### src/rtl/cpu_pkg.sv
// Shared execute-stage definitions for the iterative multiplier and the
// control unit that stalls on it.
package cpu_pkg;

    localparam int MUL_W       = 32;
    // Cycles from an accepted start request to the done pulse.
    localparam int MUL_LATENCY = MUL_W + 2;

    typedef enum logic [1:0] {
        MUL_IDLE = 2'd0,
        MUL_RUN  = 2'd1,
        MUL_FIX  = 2'd2,
        MUL_DONE = 2'd3
    } mul_state_e;

endpackage

### src/rtl/seq_multiplier.sv
// Iterative shift-add multiplier. Signed operands are reduced to magnitudes
// at capture, multiplied unsigned over W cycles, then the sign is restored.
//
// state | meaning
// IDLE  | waiting for start
// RUN   | one shift-add step per cycle, W steps
// FIX   | apply sign, load product
// DONE  | done pulse; may accept the next start directly
module seq_multiplier
    import cpu_pkg::*;
#(
    parameter int W = MUL_W
) (
    input  logic             clock,
    input  logic             reset,
    input  logic             start,
    input  logic             signed_op,
    input  logic [W-1:0]     a_in,
    input  logic [W-1:0]     b_in,
    output logic             busy,
    output logic             done,
    output logic [2*W-1:0]   product
);

    localparam int CW = $clog2(W);

    mul_state_e       state_q,  state_d;
    logic [2*W-1:0]   acc_q,    acc_d;
    logic [W-1:0]     mcand_q,  mcand_d;
    logic [W-1:0]     mplier_q, mplier_d;
    logic             neg_q,    neg_d;
    logic [CW-1:0]    cnt_q,    cnt_d;
    logic [2*W-1:0]   prod_q,   prod_d;

    logic [W:0]       sum;
    logic             accept;

    // Magnitude of an operand; the most negative value maps to 2^(W-1),
    // which still fits in W unsigned bits.
    function automatic logic [W-1:0] magnitude(input logic [W-1:0] v, input logic s);
        return (s && v[W-1]) ? ((~v) + W'(1)) : v;
    endfunction

    assign sum    = {1'b0, acc_q[2*W-1:W]} + {1'b0, (mplier_q[0] ? mcand_q : {W{1'b0}})};
    assign accept = start && ((state_q == MUL_IDLE) || (state_q == MUL_DONE));

    // Next-state and datapath update.
    always_comb begin
        state_d  = state_q;
        acc_d    = acc_q;
        mcand_d  = mcand_q;
        mplier_d = mplier_q;
        neg_d    = neg_q;
        cnt_d    = cnt_q;
        prod_d   = prod_q;

        case (state_q)
            MUL_IDLE: state_d = MUL_IDLE;
            MUL_RUN: begin
                acc_d    = {sum, acc_q[W-1:1]};
                mplier_d = mplier_q >> 1;
                cnt_d    = cnt_q + CW'(1);
                if (cnt_q == CW'(W - 1)) begin
                    state_d = MUL_FIX;
                end
            end
            MUL_FIX: begin
                prod_d  = neg_q ? ((~acc_q) + (2*W)'(1)) : acc_q;
                state_d = MUL_DONE;
            end
            MUL_DONE: state_d = MUL_IDLE;
            default:  state_d = MUL_IDLE;
        endcase

        // Start is honoured from IDLE and from DONE, so back-to-back
        // requests lose no cycle.
        if (accept) begin
            mcand_d  = magnitude(a_in, signed_op);
            mplier_d = magnitude(b_in, signed_op);
            neg_d    = signed_op && (a_in[W-1] ^ b_in[W-1]);
            acc_d    = '0;
            cnt_d    = '0;
            state_d  = MUL_RUN;
        end
    end

    // State and datapath registers; reset aborts any multiply in flight.
    always_ff @(posedge clock) begin
        if (reset) begin
            state_q  <= MUL_IDLE;
            acc_q    <= '0;
            mcand_q  <= '0;
            mplier_q <= '0;
            neg_q    <= 1'b0;
            cnt_q    <= '0;
            prod_q   <= '0;
        end else begin
            state_q  <= state_d;
            acc_q    <= acc_d;
            mcand_q  <= mcand_d;
            mplier_q <= mplier_d;
            neg_q    <= neg_d;
            cnt_q    <= cnt_d;
            prod_q   <= prod_d;
        end
    end

    assign busy    = (state_q == MUL_RUN) || (state_q == MUL_FIX);
    assign done    = (state_q == MUL_DONE);
    assign product = prod_q;

endmodule
### config.mk
export PLATFORM = sky130hd
export DESIGN_NAME = seq_multiplier
export DESIGN_NICKNAME = d
export VERILOG_FILES = /design/src/rtl/cpu_pkg.sv /design/src/rtl/seq_multiplier.sv
export SDC_FILE = /design/constraint.sdc
export NUM_CORES = 1
export LEC_CHECK = 0
export CELL_PAD_IN_SITES_DETAIL_PLACEMENT = 2
export CELL_PAD_IN_SITES_GLOBAL_PLACEMENT = 2
export CORE_MARGIN = 3
export CORE_UTILIZATION = 35
export CTS_BUF_LIST = sky130_fd_sc_hd__clkbuf_4
export DETAILED_ROUTE_END_ITERATION = 12
export GPL_TIMING_DRIVEN = 0
export PLACE_DENSITY_LB_ADDON = 0.1
export REMOVE_ABC_BUFFERS = 1
export SKIP_CTS_REPAIR_TIMING = 1
export SYNTH_ARGS = -nofsm -noshare
export SYNTH_HDL_FRONTEND = slang
export SYNTH_SLANG_ARGS = --single-unit
### constraint.sdc
create_clock -name clock -period 4 [get_ports clock]
set_input_delay 0.6 -clock clock [delete_from_list [all_inputs] [get_ports clock]]
set_output_delay 0.6 -clock clock [all_outputs]
set_load 0.1 [all_outputs]
==> impl_metrics.ini <==
[cells_and_area]
final_cell_mix = dfxtp_1, nor2_1, clkdlybuf4s50_1
post_layout_nonfiller_instances = 1948
final_common_cell = dfxtp_1
drive_above_1_share = 0.0472
final_nets = 1603
syn2layout_area_growth_pct = 17.7
fillers = 3735

[place]
hpwl_um = 26900
place_congestion = 0.842
port_buffers = 133
post-place-cells = 1915

[setup_path]
arrival_ps = 4080
setup.worst_path.start_class = register
cpPeakStageDelay_ps = 510
path_buf_inv = 0
r2r_cells = 11
rr_endpoint = acc_q[61]
criticalPathCategory = reg -> reg
cp_top_family = compound AO/OA/AOI/OAI gates
worstPathCellList = and2_1 -> ha_1 -> fa_1 -> a21o_1 -> a311oi_1 -> o21ai_0 -> o21ai_1 -> o31ai_2 -> a31oi_1 -> nor3_1 -> a221o_1
ff2ff_setup_slack_ps = 450
cp-end-kind = register
crit_required_ps = 4520
cp_max_fo = 33
cpMaxStageDelayCell = dfxtp_2
rr_startpoint = mplier_q[0]

[route]
routedWlPerCell_um = 18.1
routed_wl_um = 35300
drt_iter0_drc = 409
viasPerCell = 5.35
drt_first_pass_iters = 4
vias = 10400
ant_nets = 0
drcViolationCount = 0

[synthesis]
synth_edf_count = 0
seq_area_frac_synth = 0.343
synth-seq-cells = 200
synth_ff_type = dfxtp_1
avgSynthCellArea_um2 = 8.22
yosysUniqueCellTypes = 63
syn-instance-count = 1419
syn-cell-area_um2 = 11700
async_reset_ff_frac = 0
synth_warnings = 0

[die]
dieHeight_um = 189
rows = 66
core_um2 = 32700
dieArea_um2 = 35600
io_pins = 134
die_x_um = 189
start_util = 0.357

[timing]
finClkSkew_ps = 41.5
fin_crit_ps = 3550
rsz0062_at_grt = no
setup_violations = 0
hold_violations = 0
slew_headroom = 0.319
slew_viol_final = 0
timing.fmax_ghz = 0.281
holdWs_ps = 371
worst_pin_slew_ps = 1010
timing.final.crit_share = 0.889

[clock_tree]
numCtsBuffers = 17
root_buffer = clkbuf_4
clockBufferDepth = 2
cts_tree = done
clkTransAtPathRegs_ps = 190
clkLatencyLatePin_ps = 640
htree_levels = 4
numClockSinks = 200

[power]
ir_drop_uv = 283
leakagePower_nw = 5.14
p_per_area_nw_per_um2 = 550

[global_routing]
gr-total-overflow = 0
grt_pass1_vias = 11100
track_usage = 0.198
grt_max_degree = 66
grt_antenna_before_repair = 2
grt_pass1_wl_um = 58400

[min_path]
min_to = mcand_q[31]
holdPathStages = 2
min_path_type = in -> reg
hp-start = reset

[flow_run]
cap_violations = 0

[run_status]
outcome = completed
[metal layers]
metal,vias up,GRT usage,part of all wire
met5,-,0,0.00023
met4,2,0.0410,0.010
met2,133,0.347,0.48
li1,5196,-,-
met1,5073,0.254,0.47
met3,23,0.0404,0.038
[worst max path at each step]
stage / startpoint / to / slack (ps) / cells past startpoint
final: mplier_q[0] / acc_q[61] / 450 / 11
after CTS: mplier_q[0] / acc_q[61] / -240 / 10
after detailed placement: mplier_q[0] / acc_q[61] / -170 / 10
after global routing: mplier_q[0] / acc_q[61] / 100 / 11
after global placement: state_q[1] / acc_q[60] / -3790 / 6
after floorplan: state_q[1] / acc_q[60] / -1080 / 6
[report_power, final]
part / leakage [nW] / switching (W) / internal [W]
logic: 3.34 / 0.00250 / 0.00118
clock network: 0.173 / 0.000848 / 0.000356
registers: 1.63 / 0.000283 / 0.00237
[final cells by class]
class                      instances  area (µm²)  area share
clock inverter                    15         204      0.0149
antenna                            1        2.50    0.000182
sequential                       200        4010       0.292
inverter                          23        86.3     0.00629
tap                              442         553      0.0403
clock buffer                      17         128     0.00930
timing repair buffer             139        1460       0.106
multi-input combinational       1111        7290       0.531
[sequential cells by signal, indices dropped and copies added, names as in the netlist]
| signal | count |
|---|---|
| acc_q | 64 |
| cnt_q | 5 |
| mplier_q | 32 |
| product | 64 |
| state_q | 2 |
| mcand_q | 32 |
| neg_q | 1 |
[worst reg2reg max path: stages, from the launching register on]
cell and delay (ps):
dfxtp_2 510, and2_1 250, ha_1 220, fa_1 410
a21o_1 230, a311oi_1 350, o21ai_0 280, o21ai_1 390
o31ai_2 190, a31oi_1 270, nor3_1 70, a221o_1 280
[synthesized netlist by cell type (6+ instances only)]
| cell type | n | area share |
|---|---|---|
| a21oi_1 | 65 | 0.028 |
| a31oi_1 | 9 | 0.0048 |
| ha_1 | 42 | 0.045 |
| nor2_1 | 177 | 0.057 |
| o21a_1 | 6 | 0.0039 |
| or3_1 | 19 | 0.010 |
| and2_1 | 37 | 0.020 |
| inv_1 | 22 | 0.0071 |
| a221oi_1 | 7 | 0.0053 |
| o41ai_1 | 10 | 0.0075 |
| o22ai_1 | 11 | 0.0059 |
| nand2b_1 | 9 | 0.0048 |
| dfxtp_1 | 200 | 0.34 |
| or2_2 | 6 | 0.0032 |
| a211oi_1 | 67 | 0.043 |
| o21ai_0 | 93 | 0.040 |
| mux2i_1 | 80 | 0.069 |
| a311oi_1 | 7 | 0.0053 |
| nand2_1 | 126 | 0.041 |
| nand3_1 | 19 | 0.0082 |
| buf_1 | 13 | 0.0042 |
| xor2_1 | 93 | 0.070 |
| o21ai_1 | 11 | 0.0047 |
| a21o_1 | 18 | 0.012 |
| nor4_1 | 8 | 0.0043 |
| xnor2_1 | 52 | 0.039 |
| nor2b_1 | 7 | 0.0038 |
| or4_1 | 13 | 0.0084 |
| o31ai_1 | 28 | 0.018 |
| clkbuf_1 | 70 | 0.023 |
| nor3_1 | 30 | 0.013 |
| nand4_1 | 9 | 0.0048 |
[metrics by stage]
stage / setup WS [ps] / instance area, µm² / total power [W] / util / setup TNS [ps]
floorplan: -1080 / 11300 / 0.00542 / - / -14340
global placement: -3790 / 13200 / 0.00632 / 0.404 / -325240
detailed placement: -171 / 13400 / 0.00643 / 0.409 / -1490
CTS: -244 / 13700 / 0.00766 / 0.419 / -873
global route: 105 / 13700 / 0.00806 / 0.420 / 0
finish: 446 / 13700 / 0.00755 / 0.420 / 0
[cell families (layout without fill, tap and decap cells)]
family,count (synthesis),in the layout,share of synthesized area
compound gates,356,356,0.197
flops,200,200,0.343
other cells,0,1,0
simple gates,487,487,0.201
xor+xnor,145,145,0.109
mux,80,80,0.0686
buf+inv,108,194,0.0352
fa+ha+maj,43,43,0.0468
(Power assumes the default switching activity.)
